**src/rtl/pipe_stage_reg.sv**
```systemverilog
// Inter-stage pipeline register with a valid/ready handshake, flush-to-bubble and an
// optional two-entry skid buffer that lets in_ready come straight from a flop.
module pipe_stage_reg #(
    parameter int                DATA_W      = 32,
    parameter int                CTRL_W      = 32,
    parameter logic [CTRL_W-1:0] CTRL_BUBBLE = {CTRL_W{1'b0}},
    parameter int                SKID        = 1
) (
    input  logic              clk,
    input  logic              reset_n,
    input  logic              flush,
    input  logic              in_valid,
    output logic              in_ready,
    input  logic [DATA_W-1:0] in_data,
    input  logic [CTRL_W-1:0] in_ctrl,
    output logic              out_valid,
    input  logic              out_ready,
    output logic [DATA_W-1:0] out_data,
    output logic [CTRL_W-1:0] out_ctrl,
    output logic [1:0]        occupancy
);

    generate
        if (SKID != 0) begin : gen_skid
            typedef enum logic [1:0] {
                ST_EMPTY = 2'd0,
                ST_HOLD  = 2'd1,
                ST_FULL  = 2'd2
            } state_t;

            state_t            state_reg;
            state_t            state_next;
            logic              in_ready_reg;
            logic [DATA_W-1:0] m_data_reg;
            logic [CTRL_W-1:0] m_ctrl_reg;
            logic [DATA_W-1:0] s_data_reg;
            logic [CTRL_W-1:0] s_ctrl_reg;
            logic              acc;
            logic              dep;

            assign acc = in_valid && in_ready_reg && !flush;
            assign dep = (state_reg != ST_EMPTY) && out_ready;

            // in_ready is precomputed from the next state so it is a plain flop output.
            always_ff @(posedge clk or negedge reset_n) begin
                if (!reset_n) begin
                    state_reg    <= ST_EMPTY;
                    in_ready_reg <= 1'b1;
                end else begin
                    state_reg    <= state_next;
                    in_ready_reg <= (state_next != ST_FULL);
                end
            end

            always_comb begin
                state_next = state_reg;
                if (flush) begin
                    state_next = ST_EMPTY;
                end else begin
                    case (state_reg)
                        ST_EMPTY: if (acc) state_next = ST_HOLD;
                        ST_HOLD: begin
                            if (acc && !dep)      state_next = ST_FULL;
                            else if (!acc && dep) state_next = ST_EMPTY;
                        end
                        ST_FULL:  if (dep) state_next = ST_HOLD;
                        default:  state_next = ST_EMPTY;
                    endcase
                end
            end

            // Vacated entries are cleared so an empty stage never shows stale payload.
            always_ff @(posedge clk or negedge reset_n) begin
                if (!reset_n) begin
                    m_data_reg <= '0;
                    m_ctrl_reg <= CTRL_BUBBLE;
                    s_data_reg <= '0;
                    s_ctrl_reg <= CTRL_BUBBLE;
                end else if (flush) begin
                    m_data_reg <= '0;
                    m_ctrl_reg <= CTRL_BUBBLE;
                    s_data_reg <= '0;
                    s_ctrl_reg <= CTRL_BUBBLE;
                end else begin
                    case (state_reg)
                        ST_EMPTY: begin
                            if (acc) begin
                                m_data_reg <= in_data;
                                m_ctrl_reg <= in_ctrl;
                            end
                        end
                        ST_HOLD: begin
                            if (acc && dep) begin
                                m_data_reg <= in_data;
                                m_ctrl_reg <= in_ctrl;
                            end else if (acc) begin
                                s_data_reg <= in_data;
                                s_ctrl_reg <= in_ctrl;
                            end else if (dep) begin
                                m_data_reg <= '0;
                                m_ctrl_reg <= CTRL_BUBBLE;
                            end
                        end
                        ST_FULL: begin
                            if (dep) begin
                                m_data_reg <= s_data_reg;
                                m_ctrl_reg <= s_ctrl_reg;
                                s_data_reg <= '0;
                                s_ctrl_reg <= CTRL_BUBBLE;
                            end
                        end
                        default: begin
                            m_data_reg <= '0;
                            m_ctrl_reg <= CTRL_BUBBLE;
                        end
                    endcase
                end
            end

            always_comb begin
                in_ready  = in_ready_reg;
                out_valid = (state_reg != ST_EMPTY);
                out_data  = m_data_reg;
                out_ctrl  = m_ctrl_reg;
                occupancy = state_reg;
            end
        end else begin : gen_single
            logic              m_valid_reg;
            logic [DATA_W-1:0] m_data_reg;
            logic [CTRL_W-1:0] m_ctrl_reg;
            logic              acc;
            logic              dep;

            assign acc = in_valid && in_ready && !flush;
            assign dep = m_valid_reg && out_ready;

            always_ff @(posedge clk or negedge reset_n) begin
                if (!reset_n) begin
                    m_valid_reg <= 1'b0;
                    m_data_reg  <= '0;
                    m_ctrl_reg  <= CTRL_BUBBLE;
                end else if (flush || (dep && !acc)) begin
                    m_valid_reg <= 1'b0;
                    m_data_reg  <= '0;
                    m_ctrl_reg  <= CTRL_BUBBLE;
                end else if (acc) begin
                    m_valid_reg <= 1'b1;
                    m_data_reg  <= in_data;
                    m_ctrl_reg  <= in_ctrl;
                end
            end

            always_comb begin
                in_ready  = !m_valid_reg || out_ready;
                out_valid = m_valid_reg;
                out_data  = m_data_reg;
                out_ctrl  = m_ctrl_reg;
                occupancy = {1'b0, m_valid_reg};
            end
        end
    endgenerate

endmodule

```
**config.mk**
```make
export PLATFORM = sky130hd
export DESIGN_NAME = pipe_stage_reg
export DESIGN_NICKNAME = d
export VERILOG_FILES = /design/src/rtl/pipe_stage_reg.sv
export SDC_FILE = /design/constraint.sdc
export NUM_CORES = 1
export LEC_CHECK = 0
export ABC_CLOCK_PERIOD_IN_PS = 1450
export CAP_MARGIN = 20
export CORE_MARGIN = 8
export CORE_UTILIZATION = 40
export CTS_BUF_LIST = sky130_fd_sc_hd__clkbuf_4
export CTS_CLUSTER_DIAMETER = 200
export DETAILED_ROUTE_END_ITERATION = 8
export GPL_TIMING_DRIVEN = 0
export PLACE_DENSITY = 0.68
export REMOVE_ABC_BUFFERS = 1
export SYNTH_ARGS = -nofsm -noshare
export SYNTH_HDL_FRONTEND = slang
export SYNTH_SLANG_ARGS = --single-unit
```
**constraint.sdc**
```tcl
create_clock -name clk -period 1.45 [get_ports clk]
set_input_delay 0.2175 -clock clk [delete_from_list [all_inputs] [get_ports clk]]
set_output_delay 0.2175 -clock clk [all_outputs]
set_load 0.05 [all_outputs]
```
==> flow_summary.ini, run 1 <==
[setup_path]
worst-path-buf-inv = 4
critPathCaptureType = flop
max_stage_delay_ns = 0.53
path_cells = buf_16 > nand3b_1 > buf_6 > nor2_4 > buf_12 > clkbuf_16 > a21oi_1 > o2bb2ai_2
cp.required_ns = 1.91
path_delay_family = buffers and inverters
worstRegToRegCells = 8
crit_type = flop to flop
worstPathMaxFanout = 8
start_kind = flop
cp.arrival_ns = 2.35
cp.depth = 8
cp_slowest_cell = dfrtp_4

[sta]
report.final.slew_viol_count = 0
worst_slack_ns = -0.434
tightest_slew_ns = 0.939
fin_crit_sh_pct = 130
clock_skew_ns = 0.0233
max_freq_mhz = 531
rsz0062_at_grt = yes
setup_viol = 135
layout_min_cycle_time_ns = 1.88
finalHoldViolCount = 0
relSlewSlack_pct = 37.4

[synth]
synth-edff-count = 0
syn_avg_cell_area_um2 = 9.54
ys.flop_type = dfrtp_1
syn_area_um2 = 6270
synth-seq-cells = 131
yosys.area.top_type = dfrtp_1
yosysTopAreaCellShare_pct = 51.8
ys_warn_count = 0
yosys-top-cells-count = 130 x dfrtp_1, 130 x nand2_1, 66 x a21oi_1
ys_seq_area_share_pct = 52.3
synth_area_leaders = dfrtp_1 52%, mux2i_1 10%, o2bb2ai_1 8.9%
async_reset_ff_share_pct = 100
synthDistinctLibCells = 29
synthCells = 658

[global_routing]
grt_busiest_layer = met2
grt_pass1_wl_mm = 33.4
met1_usage_pct = 26.4
met2_usage_pct = 34.8
grt_usage_pct = 21.3
antenna_found_initial = 0
grt_max_degree = 76
gr-total-overflow = 0
grt_pass1_vias = 6088
met3_usage_pct = 6.38

[final_layout]
diodes = 0
finish.net_count = 909
area_growth_pct = 59.5
layout-drive-gt1-share_pct = 39.8
final_area_um2 = 10000
utilization_pct = 65.6
final_cells = 1063

[power]
peakVddDrop_mv = 0.659
p_total_mw = 9.97
internal-power_mw = 6.44
power_frac_comb_pct = 31.4
clkPwrFrac_pct = 26.1
powerDensity_nw_per_um2 = 996
p_sw_mw = 3.53
seq_power_share_pct = 42.6
switching_share_pct = 35.4
p_leak_nw = 4.41

[clock_tree]
ctsRootBufferMaster = clkbuf_4
clk_pin_slew_ns = 0.13
clk_latency_ns = 0.54
numCtsBuffers = 17
h-tree-depth = 4
ctsLongestPathBuffers = 2
cts_tree = done
clock_sinks = 131

[worst_hold_path]
worstHoldPathCells = 3
min-delay-path-class = input port to flop

[place]
dp_hpwl_mm = 10.9
place.gp.congestion = 0.718
placed_cells = 961
postPlaceCellArea_um2 = 7880
port_buffers = 136
preCtsSetupSlack_ns = -1.49

[floorplan]
die_x_um = 141
fp.coreArea_um2 = 15300
num_rows = 45
die_y_um = 141
io_pins = 137
die_area_um2 = 20000
start_util_pct = 41.1

[route]
routed_via_density = 5.63
wl_per_cell_um = 21.5
wl_mm = 22.8
dr.pass1.iters = 5
drc = 0
vias = 5984
drt-initial-drc-count = 362
ant_nets = 0

[outcome]
violations = negative setup slack
outcome = complete, but fails checks

[job]
maxCapViolations = 0
what timing repair did:
item / CTS / global route
cloned: 17 / 8
setup buffers: 42 / 6
setup endpoints to repair: 199 / 160
gates resized for setup: 533 / 182
pin swaps: 28 / 88
hold buffers: 1 / 0
hold endpoints to repair: 73 / 0
cell usage in the layout (no fill, tap or decap), drive strengths merged, types with 3 or more instances in the layout:
cell type,count
buf,114
bufbuf,4
mux2i,64
clkinv,7
bufinv,4
dfrtp,130
o2bb2ai,64
o21ai,65
clkbuf,44
a21oi,66
clkinvlp,3
nand2,130
clkdlybuf4s50,66
nor2,71
inv,4
worst min-delay path, stage by stage:
cell and delay, ns:
clkdlybuf4s50_1 0.45, nand2_1 0.08, o21ai_1 0.05
cell families after synthesis:
kind of cell           synth area share (%)
AO/OA/AOI/OAI                          20.0
XOR/XNOR                              0.140
buffers and inverters                  4.65
flip-flops                             52.3
multiplexers                           10.2
AND/OR/NAND/NOR                        12.7
power by group through the flow:
stage | Clock [mW] | Sequential [mW] | Combinational (mW)
after floorplan | 0 | 4.82 | 0.677
after global placement | 0 | 4.30 | 2.08
after detailed placement | 0 | 4.27 | 2.22
after CTS | 2.65 | 4.19 | 2.78
after global routing | 2.83 | 4.28 | 3.30
final | 2.60 | 4.25 | 3.13
metrics by stage:
step	hold WS [ns]	TNS, ns
floorplan	-0.0781	-556.93
global placement	0.462	-1448.62
detailed placement	0.303	-159.95
CTS	0.217	-40.72
global route	0.244	-54.37
finish	0.274	-49.80
layout make-up:
cell class / count / area, um^2
Clock buffer: 17 / 128
Clock inverter: 14 / 164
Fill cell: 1176 / 5250
Inverter: 3 / 25.0
Multi-Input combinational cell: 473 / 3580
Sequential cell: 131 / 3290
Tap cell: 211 / 264
Timing Repair Buffer: 213 / 2550
Timing Repair inverter: 1 / 6.26
per-layer routing:
layer	share of wire, %	vias to the layer above
met2	48	241
met5	0	-
li1	-	2694
met1	41	3007
met4	2.5	0
met3	8.0	42
worst paths after layout:
kind / to / slack (ns) / start
worst max-delay path: out_data[22] / -0.43 / occupancy[1]
worst min-delay path: gen_skid.s_data_reg[23] / 0.27 / in_data[23]
worst max register to register: out_data[22] / -0.43 / occupancy[1]
worst min register to register: gen_skid.s_data_reg[3] / 0.50 / gen_skid.s_data_reg[3]
max in group asynchronous: gen_skid.s_data_reg[26] / 0.38 / reset_n
min in group asynchronous: occupancy[1] / 0.28 / reset_n
No activity file was read; power rests on OpenSTA's default activity.
==> run 2, diff against run 1 <==
--- a/config.mk
+++ b/config.mk
@@ -12,7 +12,6 @@
 export CTS_BUF_LIST = sky130_fd_sc_hd__clkbuf_4
 export CTS_CLUSTER_DIAMETER = 200
 export DETAILED_ROUTE_END_ITERATION = 8
-export GPL_TIMING_DRIVEN = 0
 export PLACE_DENSITY = 0.68
 export REMOVE_ABC_BUFFERS = 1
 export SYNTH_ARGS = -nofsm -noshare
==> constraint.sdc (replaced) <==
create_clock -name clk -period 1.45 [get_ports clk]
set_input_delay 0.2175 -clock clk [delete_from_list [all_inputs] [get_ports clk]]
set_output_delay 0.2175 -clock clk [all_outputs]
set_load 0.01 [all_outputs]
==> flow_summary.ini, run 2 (synthesized netlist as in run 1, its figures left out) <==
[route]
drc = 0
vias = 5819
wl_mm = 20.5
routed.top_layer = met4
routed_via_density = 5.40
ant_nets = 0
drt-initial-drc-count = 336
wl_per_cell_um = 19.0
wl_met1_mm = 8.66
wl_met2_mm = 10.0
wl_met3_mm = 1.35
dr.pass1.iters = 5

[sta]
clock_skew_ns = 0.0215
setup_viol = 135
finalHoldViolCount = 0
max_freq_mhz = 562
rsz0062_at_grt = yes
layout_min_cycle_time_ns = 1.78
relSlewSlack_pct = 72.1
tightest_slew_ns = 0.419
worst_slack_ns = -0.329
fin_crit_sh_pct = 123
report.final.slew_viol_count = 0
setup_tns_ns = -36.76

[setup_path]
cp.required_ns = 1.91
cp_slowest_cell = dfrtp_4
cpMostUsedCell = buf_6
path_cells = buf_6 > nand3b_1 > buf_4 > nor2_4 > buf_6 > buf_8 > a21oi_1 > o2bb2ai_1
ff2ff_setup_slack_ns = -0.33
worstPathMaxFanout = 8
max_stage_delay_ns = 0.51
reg2reg_to = out_ctrl[29]
critPathCaptureType = flop
crit_type = flop to flop
crit_start = occupancy[1]
r2r_start = occupancy[1]
start_kind = flop
worstRegToRegCells = 8
cp.arrival_ns = 2.23

[final_layout]
final_cells = 1077
diodes = 0
fillCellCount = 1236
layout_commonest_cell = dfrtp_1
final_area_um2 = 9350
finish.net_count = 923
utilization_pct = 61.3
area_growth_pct = 49.1
layout-drive-gt1-share_pct = 29.1
layout_common_cells = 128 x dfrtp_1, 116 x nand2_1, 67 x clkdlybuf4s50_1

[clock_tree]
h-tree-depth = 4
clk_pin_slew_ns = 0.12
ctsRootBufferMaster = clkbuf_4
ctsLongestPathBuffers = 2
cts_tree = done
clk_latency_ns = 0.53
numCtsBuffers = 17
clock_sinks = 131

[global_routing]
antenna_found_initial = 0
gr-total-overflow = 0
grt_pass1_vias = 5819
grt_max_degree = 70
grt_pass1_wl_mm = 29.2
grt_usage_pct = 18.0

[power]
power_frac_comb_pct = 25.4
internal-power_mw = 6.11
p_leak_nw = 4.08
seq_power_share_pct = 47.4
clkPwrFrac_pct = 27.2
powerDensity_nw_per_um2 = 944
peakVddDrop_mv = 0.516
p_sw_mw = 2.72
switching_share_pct = 30.8

[worst_hold_path]
min-delay-path-class = input port to async pin

[floorplan]
io_pins = 137
die_area_um2 = 20000
start_util_pct = 41.1
die_y_um = 141
die_x_um = 141
num_rows = 45
fp.coreArea_um2 = 15300

[outcome]
outcome = complete, but fails checks
violations = negative setup slack

[job]
maxCapViolations = 0

[place]
postPlaceCellArea_um2 = 8000
preCtsSetupSlack_ns = -0.484
dp_hpwl_mm = 11.1
place.gp.congestion = 0.739
port_buffers = 136
placed_cells = 977
-- run 2: final cells by class --
class	instances	area, um^2	area share (%)
well taps	211	264	2.82
clock inverters	11	114	1.22
inverters	3	11.3	0.120
repair buffers	232	2410	25.7
flip-flops and latches	131	3280	35.1
clock buffers	20	150	1.61
multi-input cells	469	3120	33.4
-- run 2: metrics by stage --
step	hold slack, ns	power, mW
floorplan	-0.0781	4.99
global placement	0.271	5.98
detailed placement	0.273	6.02
CTS	0.210	8.53
global route	0.236	9.29
finish	0.252	8.83
-- run 2: metal layers --
| layer | up-vias | global-route usage, % |
|---|---|---|
| li1 | 2687 | - |
| met1 | 2856 | 22.1 |
| met2 | 238 | 29.9 |
| met3 | 38 | 4.63 |
| met4 | 0 | 6.56 |
| met5 | - | 0 |
-- run 2: worst max path at each step --
| stage | cells after the start | to | slack, ns |
|---|---|---|---|
| 2_1_floorplan | 3 | gen_skid.s_ctrl_reg[0] | -5.23 |
| 3_5_place_dp | 5 | gen_skid.s_ctrl_reg[29] | -0.48 |
| 5_1_grt | 8 | gen_skid.s_data_reg[23] | -0.39 |
| 4_1_cts | 6 | out_data[18] | -0.31 |
| 3_3_place_gp | 5 | gen_skid.s_ctrl_reg[5] | -0.41 |
| 6_report | 8 | out_ctrl[29] | -0.33 |
-- run 2: power groups by stage --
stage / sequential [mW] / clock (mW) / combinational (mW)
after floorplan: 4.32 / 0 / 0.665
after global placement: 4.23 / 0 / 1.75
after detailed placement: 4.24 / 0 / 1.78
after CTS: 4.17 / 2.47 / 1.89
after global routing: 4.23 / 2.64 / 2.43
final: 4.19 / 2.40 / 2.24
-- run 2: worst max-delay path: cells and delay by family, from the launching register on --
kind,cells,cell delay [ns]
AO/OA/AOI/OAI,2,0.26
buffers and inverters,4,0.61
flip-flops,1,0.51
AND/OR/NAND/NOR,2,0.32
-- run 2: what timing repair did --
action	in CTS	in global routing
gates resized for setup	191	154
pin swaps	1	52
cloned	2	15
endpoints found under the hold margin	131	0
hold buffers	1	0
setup buffers	35	19
setup endpoints to repair	197	166
==> run 3, diff against run 2 <==
--- a/config.mk
+++ b/config.mk
@@ -5,14 +5,14 @@
 export SDC_FILE = /design/constraint.sdc
 export NUM_CORES = 1
 export LEC_CHECK = 0
-export ABC_CLOCK_PERIOD_IN_PS = 1450
+export ABC_CLOCK_PERIOD_IN_PS = 1750
 export CAP_MARGIN = 20
-export CORE_MARGIN = 8
+export CORE_MARGIN = 4
 export CORE_UTILIZATION = 40
 export CTS_BUF_LIST = sky130_fd_sc_hd__clkbuf_4
 export CTS_CLUSTER_DIAMETER = 200
 export DETAILED_ROUTE_END_ITERATION = 8
-export PLACE_DENSITY = 0.68
+export PLACE_DENSITY = 0.66
 export REMOVE_ABC_BUFFERS = 1
 export SYNTH_ARGS = -nofsm -noshare
 export SYNTH_HDL_FRONTEND = slang
==> constraint.sdc (replaced) <==
create_clock -name clk -period 1.75 [get_ports clk]
set_input_delay 0.2625 -clock clk [delete_from_list [all_inputs] [get_ports clk]]
set_output_delay 0.2625 -clock clk [all_outputs]
set_load 0.01 [all_outputs]
==> flow_summary.ini, run 3 (synthesized netlist as in run 1, its figures left out) <==
[outcome]
outcome = complete, but fails checks
violations = negative setup slack

[global_routing]
grt_pass1_vias = 5395
gr-total-overflow = 0
antenna_found_initial = 0
grt_usage_pct = 18.8
grt_pass1_wl_mm = 27.5
grt_max_degree = 71

[power]
powerDensity_nw_per_um2 = 775
peakVddDrop_mv = 0.453
p_leak_nw = 4.23

[sta]
relSlewSlack_pct = 65.9
rsz0062_at_grt = yes
report.final.slew_viol_count = 0
worst_slack_ns = -0.193
max_freq_mhz = 515
finalHoldViolCount = 0
clock_skew_ns = 0.0201
setup_viol = 130
tightest_slew_ns = 0.512
fin_crit_sh_pct = 111
layout_min_cycle_time_ns = 1.94

[route]
dr.pass1.iters = 5
vias = 5769
ant_nets = 0
routed_via_density = 5.51
drt-initial-drc-count = 422
wl_per_cell_um = 20.2
drc = 0
wl_mm = 21.1

[place]
dp_hpwl_mm = 10.1
port_buffers = 136
place.gp.congestion = 0.771
postPlaceCellArea_um2 = 7950
placed_cells = 970

[final_layout]
layout_common_cells = 128 x dfrtp_1, 112 x nand2_1, 67 x clkdlybuf4s50_1
utilization_pct = 62.3
final_area_um2 = 9500
finish.net_count = 892
ff_latch_area_um2 = 3280
diodes = 0
fillCellCount = 1283
layout-drive-gt1-share_pct = 21.8
final_cells = 1047
layout_commonest_cell = dfrtp_1
multi_input_area_um2 = 3210
area_growth_pct = 51.5

[setup_path]
cp_slowest_cell = dfrtp_4
worstPathMaxFanout = 9
cp.arrival_ns = 2.36
critPathCaptureType = flop
max_stage_delay_ns = 0.45
crit_type = flop to flop
cp.required_ns = 2.17
path_cells = buf_12 > buf_8 > and3b_2 > a221oi_4 > buf_12 > buf_4 > clkbuf_16 > o21ai_2
start_kind = flop
path_delay_family = buffers and inverters
cpMostUsedCell = buf_12
worst-path-buf-inv = 5

[clock_tree]
ctsLongestPathBuffers = 2
ctsRootBufferMaster = clkbuf_4
numCtsBuffers = 17
cts_tree = done
h-tree-depth = 4
clk_latency_ns = 0.54
clk_pin_slew_ns = 0.12
clock_sinks = 131

[floorplan]
die_y_um = 133
die_x_um = 133
die_area_um2 = 17800
io_pins = 137
start_util_pct = 41.1
num_rows = 45
fp.coreArea_um2 = 15300

[job]
maxCapViolations = 0

[worst_hold_path]
min-delay-path-class = input port to async pin
run 3: cell types whose count changed in the layout (fill, tap and decap cells not counted), moves of 8 or more:
cell	change
dlygate4sd2_1	+65
buf_4	-37
clkdlybuf4s15_1	-26
clkbuf_2	-19
buf_2	-15
o2bb2ai_2	-10
buf_6	-9
clkbuf_16	+8
run 3: final timing paths:
path,start,slack [ns],cells past startpoint,end
worst max-delay path,occupancy[1],-0.19,8,gen_skid.s_data_reg[25]
worst min-delay path,reset_n,0.15,2,occupancy[0]
worst max register to register,occupancy[1],-0.19,8,gen_skid.s_data_reg[25]
worst min register to register,gen_skid.s_data_reg[20],0.49,2,gen_skid.s_data_reg[20]
max in group asynchronous,reset_n,0.91,3,gen_skid.s_data_reg[25]
min in group clk,in_ctrl[6],0.33,3,gen_skid.s_ctrl_reg[6]
run 3: timing repair:
action | CTS | global route
endpoints found under the setup margin | 67 | 133
gates resized for setup | 79 | 153
pin swaps | 3 | 44
hold endpoints to repair | 130 | 0
buffers inserted | 5 | 10
hold buffers | 1 | 0
cloned | 1 | 29
run 3: report_power, final:
part	leakage (nW)	internal (mW)	total (mW)	switching (mW)
Clock	0.137	0.871	1.99	1.12
Sequential	1.73	3.29	3.47	0.177
Combinational	2.36	0.897	1.90	1.00
run 3: stage by stage:
stage / worst slack (ns) / hold WS, ns / TNS, ns / total power [mW]
2_1_floorplan: -4.93 / -0.0331 / -482.64 / 4.13
3_3_place_gp: -0.155 / 0.167 / -12.47 / 4.93
3_5_place_dp: -0.206 / 0.166 / -16.52 / 4.96
4_1_cts: -0.163 / 0.0959 / -11.29 / 6.89
5_1_grt: -0.250 / 0.132 / -26.79 / 7.72
6_report: -0.193 / 0.149 / -17.96 / 7.36
run 3: area by class of cell:
| cell class | instances | share of cell area (%) |
|---|---|---|
| well taps | 211 | 2.78 |
| repair buffers | 201 | 25.8 |
| flip-flops and latches | 131 | 34.6 |
| multi-input cells | 469 | 33.8 |
| clock inverters | 12 | 1.22 |
| clock buffers | 20 | 1.58 |
| inverters | 3 | 0.263 |
run 3: metal layers:
layer | up-vias | part of all wire, % | track usage (%)
met5 | - | 0 | 0
met4 | 0 | 1.8 | 5.89
met3 | 35 | 6.4 | 4.49
met2 | 239 | 47 | 29.7
met1 | 2853 | 44 | 25.9
li1 | 2642 | - | -
run 3: worst reg2reg max path, stage by stage, from the launching register on:
cell and delay (ns):
dfrtp_4 0.45, buf_12 0.12, buf_8 0.10, and3b_2 0.23
a221oi_4 0.36, buf_12 0.21, buf_4 0.15, clkbuf_16 0.14
o21ai_2 0.07
